[config.mk]
export PLATFORM = sky130hd
export DESIGN_NAME = uart_tx_fifo
export DESIGN_NICKNAME = d
export VERILOG_FILES = /design/src/rtl/uart_pkg.sv /design/src/rtl/uart_sync_fifo.sv /design/src/rtl/uart_tx_fifo.sv
export SDC_FILE = /design/constraint.sdc
export NUM_CORES = 1
export LEC_CHECK = 0
export ABC_AREA = 1
export BUFFER_PORTS_ARGS = -buffer_cell sky130_fd_sc_hd__buf_4
export CELL_PAD_IN_SITES_DETAIL_PLACEMENT = 0
export CELL_PAD_IN_SITES_GLOBAL_PLACEMENT = 1
export CORE_MARGIN = 3
export CORE_UTILIZATION = 40
export CTS_CLUSTER_DIAMETER = 200
export CTS_CLUSTER_SIZE = 28
export DETAILED_ROUTE_END_ITERATION = 7
export PLACE_DENSITY_LB_ADDON = 0.08
export SLEW_MARGIN = 10
export SYNTH_ARGS = -nofsm -noshare
export SYNTH_HDL_FRONTEND = slang
export SYNTH_SLANG_ARGS = --single-unit
[constraint.sdc]
create_clock -name uart_clk -period 2.64 [get_ports uart_clk]
set_input_delay 0.132 -clock uart_clk [delete_from_list [all_inputs] [get_ports uart_clk]]
set_output_delay 0.132 -clock uart_clk [all_outputs]
set_load 0.1 [all_outputs]
[src/rtl/uart_pkg.sv]
// Shared constants and types for the UART transmit path.
package uart_pkg;

  localparam int UART_DATA_W  = 8;
  // Baud divider constant for a 27 MHz clock at 115200 baud.
  localparam int UART_CLK_DIV = 233;

  typedef enum logic [1:0] {
    IDLE = 2'd0,
    LOAD = 2'd1,
    WAIT = 2'd2
  } uart_txq_state_t;

endpackage

[src/rtl/uart_sync_fifo.sv]
// Circular byte buffer with a separate level counter and a sticky overflow flag.
module uart_sync_fifo
  import uart_pkg::*;
#(
  parameter int DEPTH = 16,
  parameter int LVL_W = $clog2(DEPTH) + 1
) (
  input  logic                   clk,
  input  logic                   rst,
  input  logic                   push,
  input  logic [UART_DATA_W-1:0] push_data,
  input  logic                   pop,
  output logic [UART_DATA_W-1:0] pop_data,
  input  logic                   ovf_clr,
  output logic                   full,
  output logic                   empty,
  output logic [LVL_W-1:0]       level,
  output logic                   overflow
);

  localparam int PTR_W = $clog2(DEPTH);
  localparam logic [LVL_W-1:0] FULL_LVL = LVL_W'(DEPTH);

  logic [UART_DATA_W-1:0] mem [DEPTH];
  logic [PTR_W-1:0]       wr_ptr;
  logic [PTR_W-1:0]       rd_ptr;
  logic                   push_ok;
  logic                   pop_ok;

  // full is the registered level, so a same-cycle pop never rescues a write.
  assign full     = (level == FULL_LVL);
  assign empty    = (level == '0);
  assign push_ok  = push && !full;
  assign pop_ok   = pop && !empty;
  assign pop_data = mem[rd_ptr];

  // NOTE: the storage array has no reset; stale contents are unreachable
  // because level gates every read, and leaving it unreset keeps it in RAM.
  always_ff @(posedge clk) begin
    if (push_ok) mem[wr_ptr] <= push_data;
  end

  // NOTE: sequential state uses non-blocking assignments so every register
  // samples pre-edge values regardless of statement order.
  always_ff @(posedge clk or posedge rst) begin
    if (rst) begin
      wr_ptr   <= '0;
      rd_ptr   <= '0;
      level    <= '0;
      overflow <= 1'b0;
    end else begin
      if (push_ok) wr_ptr <= wr_ptr + 1'b1;
      if (pop_ok)  rd_ptr <= rd_ptr + 1'b1;

      case ({push_ok, pop_ok})
        2'b10:   level <= level + 1'b1;
        2'b01:   level <= level - 1'b1;
        default: level <= level;
      endcase

      // A dropped write outranks a coincident clear.
      if (push && full)  overflow <= 1'b1;
      else if (ovf_clr)  overflow <= 1'b0;
    end
  end

endmodule

[src/rtl/uart_tx_fifo.sv]
// Byte queue feeding uart_tx through its start/busy handshake, one byte at a time.
module uart_tx_fifo
  import uart_pkg::*;
#(
  parameter int DEPTH = 16,
  parameter int LVL_W = $clog2(DEPTH) + 1
) (
  input  logic                   uart_clk,
  input  logic                   uart_rst,
  input  logic                   wr_en,
  input  logic [UART_DATA_W-1:0] wr_data,
  input  logic                   ovf_clr,
  output logic                   full,
  output logic                   empty,
  output logic [LVL_W-1:0]       level,
  output logic                   overflow,
  output logic                   idle,
  output logic                   uart_tx_start,
  output logic [UART_DATA_W-1:0] uart_tx_data,
  input  logic                   uart_tx_busy
);

  uart_txq_state_t        state;
  logic                   pop;
  logic [UART_DATA_W-1:0] head;

  uart_sync_fifo #(
    .DEPTH (DEPTH),
    .LVL_W (LVL_W)
  ) u_fifo (
    .clk       (uart_clk),
    .rst       (uart_rst),
    .push      (wr_en),
    .push_data (wr_data),
    .pop       (pop),
    .pop_data  (head),
    .ovf_clr   (ovf_clr),
    .full      (full),
    .empty     (empty),
    .level     (level),
    .overflow  (overflow)
  );

  assign pop  = (state == IDLE) && !empty && !uart_tx_busy;
  assign idle = (state == IDLE) && empty;

  always_ff @(posedge uart_clk or posedge uart_rst) begin
    if (uart_rst) begin
      state         <= IDLE;
      uart_tx_start <= 1'b0;
      uart_tx_data  <= '0;
    end else begin
      case (state)
        IDLE: begin
          if (pop) begin
            uart_tx_start <= 1'b1;
            uart_tx_data  <= head;
            state         <= LOAD;
          end
        end
        // Start is held until uart_tx acknowledges it by raising busy.
        LOAD: begin
          if (uart_tx_busy) begin
            uart_tx_start <= 1'b0;
            state         <= WAIT;
          end
        end
        WAIT: begin
          if (!uart_tx_busy) state <= IDLE;
        end
        default: begin
          uart_tx_start <= 1'b0;
          state         <= IDLE;
        end
      endcase
    end
  end

endmodule

After elaboration in Yosys (flattened, before gate mapping):

Memory sizes are Yosys's and may differ from the RTL's. A register that Yosys moved wholly into a read port is not among the register bits.
Cells that the tools add are included.

* input port bits: 13
* output and inout bits: 18
* memories kept: 1
* memory bits (writable): 128
* logic and storage cells: 48
* bits in registers: 17

* multiplexer cells: 12
* bitwise gates (word level): 1
* equality and inequality tests: 8
* add/sub/neg operators: 4
* reduce and logical (&&, ||, !) cells: 16

Memory list
* u_fifo.mem: words 16, width 8, read ports 1, clocked after memory_dff 1, wr ports 1, RTL line uart_sync_fifo.sv:24 `logic [UART_DATA_W-1:0] mem [DEPTH];`

Operators with widths (count)
* case mux 5 bit (2 select lines): 1
* adder 4 x 1 -> 4 bit, second input constant: 2
* logical AND 1 bit: 6
* two-way mux 1 bit: 6
* two-way mux 2 bit: 3
* case mux 2 bit (3 select lines): 1
* AND reduction 3 bit: 2
* adder 5 x 1 -> 5 bit, second input constant: 1
* equality test 5 bit, second input constant: 1
* logical NOT 5 bit: 1
* subtractor 5 x 1 -> 5 bit, second input constant: 1
* equality test 2 x 1 -> 1 bit, second input constant: 2
* equality test 2 bit, second input constant: 2
* != test 2 bit, second input constant: 2
* nonzero test 2 bit: 2
* logical NOT 1 bit: 3
* case mux 1 bit (3 select lines): 1
* logical NOT 2 bit: 1
* != test 2 x 1 -> 1 bit, second input constant: 1
* AND reduction 2 bit: 1
* inverter 1 bit: 1

Logic depth before layout (Yosys ltp):

Gate-level depths: netlist (run 1).

* word-level depth: 7
* mapped depth: 19
* mapped depth without buffers: 17

Hierarchy:

Synthesis (run 1) repeated with hierarchy kept, for this count alone.

* cells, all modules: 680
* area total of the unflattened synthesis: 6745.2 um2

By module, submodules not included
* uart_sync_fifo: sequential area each 4194.0 um2, area each 6278.5 um2, cells each 629, instances 1
* uart_tx_fifo: sequential area each 275.3 um2, area each 466.7 um2, cells each 51, instances 1

Worst setup path before layout (run 1):

OpenSTA, ideal clock, no wires.

* kind: reg2reg
* start point: register u_fifo.level[1]
* end point: register u_fifo.level[4]
* clock period less this slack: 2885 ps
* arrival: 2765 ps
* path buffers: 2
* stages on the path, launching flop included: 20
* slack: -245 ps
* setup time: 120 ps
* required time: 2520 ps
* cell sequence: dfrtp_1 > inv_1 > nand3_1 > or2_4 > nand2_8 > inv_4 > buf_6 > ha_1 > buf_2 > nand2_1 > inv_1 > nor2_1 > ha_1 > a21o_1 > nand3_1 > nand2_1 > nand2_1 > nand2_1 > nand2_1 > nand2_1

* cells in the longest elaborated chain, start to end: 7
* elaborated cells on any way between the ends: 14
* those cells by class: add/sub (2); eq/ne (3); mux (1); reduce/logical (8)

RTL lines
* start, declared: RTL line uart_sync_fifo.sv:17 `output logic [LVL_W-1:0] level,`
* start signal, assigned: RTL line uart_sync_fifo.sv:56 `2'b10: level <= level + 1'b1;`
* start signal, assigned: RTL line uart_sync_fifo.sv:57 `2'b01: level <= level - 1'b1;`
* start signal, assigned: RTL line uart_sync_fifo.sv:58 `default: level <= level;`
* logical NOT 5 bit *: RTL line uart_sync_fifo.sv:32 `assign empty = (level == '0);`
* logical NOT 1 bit *: RTL line uart_sync_fifo.sv:34, uart_tx_fifo.sv:44
* logical AND 1 bit (2 in a row): RTL line uart_tx_fifo.sv:44 `assign pop = (state == IDLE) && !empty && !uart_tx_busy;`
* logical AND 1 bit *: RTL line uart_sync_fifo.sv:34 `assign pop_ok = pop && !empty;`
* net u_fifo.pop_ok: RTL line uart_sync_fifo.sv:28 `logic pop_ok;`
* equality test 2 x 1 -> 1 bit or equality test 2 bit (tied branches): RTL line uart_sync_fifo.sv:55 `case ({push_ok, pop_ok})`
* case mux 5 bit (2 select lines) or nonzero test 2 bit (tied branches)

Mark *: on every way through the listed nets, which the timed path passes. The rest lies on a longest branch.
A chain may end at the register's enable or synchronous reset.

Worst setup path in the final report (run 1):

* start point: register u_fifo.level[3]
* end point: register u_fifo.level[4]

* cells in the longest elaborated chain, start to end: 7
* elaborated cells on any way between the ends: 14
* those cells by class: add/sub (2); eq/ne (3); mux (1); reduce/logical (8)

RTL lines (RTL line)
* logical NOT 5 bit: uart_sync_fifo.sv:32
* logical NOT 1 bit: uart_sync_fifo.sv:34, uart_tx_fifo.sv:44
* logical AND 1 bit (2 in a row): uart_tx_fifo.sv:44
* logical AND 1 bit: uart_sync_fifo.sv:34
* equality test 2 x 1 -> 1 bit or equality test 2 bit (tied branches): uart_sync_fifo.sv:55
* case mux 5 bit (2 select lines) or nonzero test 2 bit (tied branches)

Several ways; a longest one is shown, not always the timed one.

==> flow_summary.json, run 1 <==
{
  "status": "complete, no violations",
  "synth_nets": 707,
  "antenna_cells": 0,
  "grt_pass1_vias": 4373,
  "drtIter0Drc": 282,
  "synth_simple_gate_area_frac": 0.221,
  "path_cells": "nor2_1 > nand3_1 > or2_4 > nand2_8 > inv_4 > ha_2 > nor2_1 > nor2_1 > ha_1 > a21o_1 > nand3_1 > nand2_1 > nand2_1 > nand2_1 > nand2_1 > nand2_1",
  "ys_types": 28,
  "grt_pass1_wl_mm": 24.3,
  "relSlewSlack": 0.359,
  "hold_path.class": "input port to flop",
  "drt_wl_total_mm": 15.2,
  "fill_cells": 1528,
  "clock-sinks": 153,
  "cts.clk_slew.worst_paths_ns": 0.06,
  "power_frac_comb": 0.381,
  "die_w_um": 137,
  "synthAdderAreaFrac": 0.0146,
  "worstSetupPathType": "flop to flop",
  "io_buffers": 30,
  "crit_cells": 16,
  "synth_top_family_by_area": "simple AND/OR/NAND/NOR gates",
  "clock_latency_ns": 0.42,
  "syn_area_um2": 6840,
  "viasPerCell": 4.70,
  "globalRouteTotalUtil": 0.175,
  "synth_area_per_cell_um2": 9.97,
  "crit_start": "u_fifo.level[3]",
  "intPower_uw": 5550,
  "boundaryPins": 31,
  "swShare": 0.409,
  "worstPathRequired_ns": 2.94,
  "end_kind": "flop",
  "dp_hpwl_mm": 9.75,
  "fin_area_um2": 8020,
  "htree_levels": 4,
  "critPathSlowestCell": "dfrtp_4",
  "leakagePower_uw": 0.00360,
  "syn_inst": 686,
  "crit_end": "u_fifo.level[4]",
  "dpl_cell_area_um2": 7360,
  "layout-drive-gt1-share": 0.133,
  "wl_per_cell_um": 15.8,
  "post_cts_buffers": 0,
  "fmax_mhz": 409,
  "drc": 0,
  "setup_viol": 0,
  "crit_path_frequent_cell": "nand2_1",
  "cpPeakStageDelay_ns": 0.50,
  "maxCapViolations": 0,
  "area_delta_synth_final_pct": 17.3,
  "critPathMaxFanout": 17,
  "clockRootBuffer": "clkbuf_16",
  "die_h_um": 137,
  "rrSetupSlack_ns": 0.19,
  "fin_nets": 750,
  "synth_edf_count": 128,
  "clockPowerShare": 0.268,
  "synth-seq-cells": 153,
  "muxShareOfSynthArea": 0,
  "cts_max_path_buffers": 2,
  "synth_async_sr_flop_share": 0.163,
  "regToRegEndpoint": "u_fifo.level[4]",
  "r2r_start": "u_fifo.level[3]",
  "critPathTopFamily": "simple AND/OR/NAND/NOR gates",
  "grt_start_max_net_pins": 66,
  "ant_nets": 0,
  "cts_made_buffers": 17,
  "final-max-slew-violation-count": 0,
  "min_period_ns": 2.45,
  "final_common_cell": "nand2_1",
  "yosys_warnings": 0,
  "gp_congestion": 0.741,
  "ys_seq_area_frac": 0.653,
  "vias": 4526,
  "cts_tree": "built",
  "synth-main-ff-cell": "edfxtp_1",
  "final_hold_viol_count": 0,
  "fin_setup_tns_ns": 0,
  "core_um2": 16600,
  "arrival_ns": 2.75,
  "grt.overflow.total": 0,
  "final_cell_mix": "218 x nand2_1, 128 x edfxtp_1, 115 x inv_1",
  "period_share": 0.927,
  "synth_compound_area_frac": 0.0110,
  "ir_drop_uv": 753,
  "cp-start-kind": "flop",
  "antenna_found_initial": 0,
  "dieArea_um2": 18700,
  "rr_worst_depth": 16,
  "power.switching_uw": 3840,
  "tightest_slew_ns": 0.961,
  "path_buf_inv": 1,
  "fin_util": 0.482,
  "rows": 47,
  "start_util": 0.411,
  "power.density_nw_per_um2": 1170,
  "p_seq_frac": 0.351,
  "rsz0062_at_grt": "no",
  "clock_skew_ns": 0.00707,
  "drt-pass1-iter-count": 4,
  "yosys.area_share.xor_xnor": 0.0102
}
[routing by layer]
metal | vias up | part of all wire | track usage
met5 | - | 0 | 0
met4 | 0 | 0.0074 | 0.0549
met3 | 9 | 0.037 | 0.0301
met2 | 79 | 0.49 | 0.277
met1 | 2153 | 0.47 | 0.247
li1 | 2285 | - | -
[synth_stat cells, types with 7 or more instances]
master	instances	area share
buf_2	16	0.012
dfrtp_1	25	0.091
edfxtp_1	128	0.56
ha_1	8	0.015
inv_1	115	0.063
nand2_1	218	0.12
nand3_1	103	0.075
nor2_1	13	0.0071
nor3_1	13	0.0095
o21ai_0	7	0.0051
xor2_1	7	0.0090
[final cells by class]
class	count	area, um^2	area share
flip-flops and latches	153	4480	0.558
multi-input cells	384	1760	0.219
clock buffers	21	480	0.0599
inverters	121	459	0.0572
repair buffers	52	425	0.0530
well taps	220	275	0.0343
clock inverters	11	143	0.0178
[stage by stage]
step                      hold slack (ns)  std cells  total power (uW)  setup WS (ns)
after floorplan                     0.159        686              5930        0.00652
after global placement              0.327        926              6940          0.171
after detailed placement            0.333        926              6950          0.133
after CTS                          0.0206        962              9500          0.116
after global routing               0.0363        962             10000         0.0210
final                              0.0274        962              9390          0.193
[worst min-delay path by stage]
stage | start | end | depth (start not counted)
floorplan | uart_rst | state[0] | 1
global placement | ovf_clr | u_fifo.overflow | 2
detailed placement | ovf_clr | u_fifo.overflow | 2
CTS | wr_data[7] | u_fifo.mem[4][7] | 1
global route | wr_data[7] | u_fifo.mem[4][7] | 1
finish | wr_data[7] | u_fifo.mem[0][7] | 1
[timing repair]
item	in CTS	in global routing
hold buffers	4	0
endpoints found under the setup margin	0	1
resized for setup	0	1
hold endpoints to repair	28	0
[state kept, by name, summed over array words and instances (netlist names)]
register and count:
uart_tx_start 1, u_fifo.rd_ptr 4, u_fifo.mem 128, uart_tx_data 8
u_fifo.overflow 1, state 2, u_fifo.wr_ptr 4, u_fifo.level 5
[kinds of logic after synthesis]
family / after synthesis
buffers and inverters: 149
XOR/XNOR: 8
adder cells (fa/ha/maj): 8
AO/OA/AOI/OAI: 14
AND/OR/NAND/NOR: 354
flip-flops: 153
[power groups by stage]
| stage | registers (uW) | logic (uW) | clock network [uW] |
|---|---|---|---|
| final | 3290 | 3580 | 2520 |
| after global routing | 3350 | 3970 | 2700 |
| after CTS | 3300 | 3630 | 2570 |
| after floorplan | 3950 | 1980 | 0 |
| after detailed placement | 3350 | 3600 | 0 |
| after global placement | 3340 | 3600 | 0 |
(Power assumes the default switching activity.)
==> run 2, diff against run 1 <==
Settings changed: CORE_UTILIZATION 40 to 42.
==> flow_summary.json, run 2 (same netlist as run 1, synthesis figures left out) <==
{
  "final_hold_viol_count": 0,
  "arrival_ns": 2.73,
  "drc": 0,
  "die_h_um": 134,
  "boundaryPins": 31,
  "critPathMaxFanout": 17,
  "power.density_nw_per_um2": 1150,
  "grt_pass1_vias": 4467,
  "worstSetupPathType": "flop to flop",
  "multi_input_area_um2": 1770,
  "whs_ns": 0.0626,
  "fill_cells": 1508,
  "tightest_slew_ns": 0.678,
  "layout-drive-gt1-share": 0.129,
  "final_cell_mix": "218 x nand2_1, 128 x edfxtp_1, 115 x inv_1",
  "clock_skew_ns": 0.00492,
  "clockRootBuffer": "clkbuf_16",
  "grt_pass1_wl_mm": 25.3,
  "grt_start_max_net_pins": 67,
  "io_buffers": 30,
  "cts_tree": "built",
  "worstPathRequired_ns": 2.95,
  "wl_per_cell_um": 16.6,
  "end_kind": "flop",
  "ir_drop_uv": 917,
  "power_uw": 9170,
  "drt_wl_total_mm": 15.9,
  "cts.clk_slew.worst_paths_ns": 0.06,
  "gp_congestion": 0.856,
  "rsz0062_at_grt": "no",
  "fin_setup_tns_ns": 0,
  "status": "complete, no violations",
  "htree_levels": 4,
  "clock_latency_ns": 0.42,
  "viasPerCell": 4.76,
  "antenna_found_initial": 0,
  "drt-pass1-iter-count": 5,
  "core_um2": 15900,
  "dp_hpwl_mm": 9.87,
  "final-max-slew-violation-count": 0,
  "ant_nets": 0,
  "fmax_mhz": 413,
  "start_util": 0.431,
  "largest_reg_flops": 128,
  "leakagePower_uw": 0.00357,
  "min_period_ns": 2.42,
  "period_share": 0.917,
  "maxCapViolations": 0,
  "cts_made_buffers": 17,
  "fin_nets": 753,
  "relSlewSlack": 0.546,
  "rows": 46,
  "clock-sinks": 153,
  "globalRouteTotalUtil": 0.189,
  "antenna_cells": 0,
  "regMostFlops": "u_fifo.mem",
  "area_delta_synth_final_pct": 16.5,
  "grt.overflow.total": 0,
  "reg.largest.list": "u_fifo.mem: 128 flops, uart_tx_data: 8 flops, u_fifo.level: 5 flops",
  "dieArea_um2": 17900,
  "hold_path.class": "input port to flop",
  "setup_viol": 0,
  "seqCellArea_um2": 4480,
  "die_w_um": 134,
  "cp-start-kind": "flop",
  "final_common_cell": "nand2_1",
  "vias": 4566,
  "drtIter0Drc": 224,
  "cts_max_path_buffers": 2
}
## run 2: cell types whose count changed in the layout (fill, tap and decap cells not counted)
cell and delta:
clkinv_4 -1, buf_4 +3, nor2_1 -1, ha_2 -1, nor2_2 +1, clkbuf_1 +1
bufinv_16 -1, clkinv_1 +4, clkbuf_8 -4, inv_6 -1, ha_4 +1
## run 2: cell type report
class / count / area share
clock buffer: 18 / 0.0539
clock inverter: 12 / 0.0138
inverter: 121 / 0.0576
multi-input combinational: 384 / 0.222
sequential: 153 / 0.562
tap: 216 / 0.0339
timing repair buffer: 55 / 0.0562
## run 2: critical path: stages, from the launching register on
cell	delay [ns]
dfrtp_4	0.50
nor2_1	0.11
nand3_1	0.09
or2_4	0.29
nand2_8	0.11
inv_4	0.09
ha_4	0.20
nor2_1	0.13
nor2_2	0.07
ha_1	0.18
a21o_1	0.18
nand3_1	0.10
nand2_1	0.05
nand2_1	0.06
nand2_1	0.04
nand2_1	0.05
nand2_1	0.05
## run 2: per-stage QoR
stage | worst slack, ns | instances | cell area (um^2) | util
2_1_floorplan | 0.00652 | 686 | 6850 | -
3_3_place_gp | 0.158 | 925 | 7370 | 0.464
3_5_place_dp | 0.118 | 925 | 7370 | 0.464
4_1_cts | 0.109 | 959 | 7950 | 0.501
5_1_grt | 0.00852 | 959 | 7970 | 0.502
6_report | 0.220 | 959 | 7970 | 0.502
## run 2: layer usage
metal / track usage / wire length (um)
met1: 0.261 / 7180
met4: 0.0514 / 140
met5: 0 / 0
met2: 0.307 / 7770
met3: 0.0385 / 807
## run 2: path summary, 6_finish.rpt
path	cells after the start	end	start	slack, ns
max	16	u_fifo.level[4]	u_fifo.level[3]	0.22
min reg2reg	1	state[1]	state[0]	0.49
min	1	u_fifo.mem[1][5]	wr_data[5]	0.06
min in group asynchronous	3	uart_tx_data[5]	uart_rst	0.35
max in group asynchronous	4	u_fifo.level[3]	uart_rst	1.69
max reg2reg	16	u_fifo.level[4]	u_fifo.level[3]	0.22
## run 2: power breakdown
group          switching (uW)  internal (uW)
combinational            2730            963
sequential                214           3000
clock                     903           1360
total                    3850           5320
## run 2: repair_timing
action / 4_1_cts / 5_1_grt
setup endpoints to repair: 0 / 2
hold endpoints to repair: 18 / 0
resized for setup: 0 / 3
setup buffers: 0 / 0
hold buffers: 4 / 0
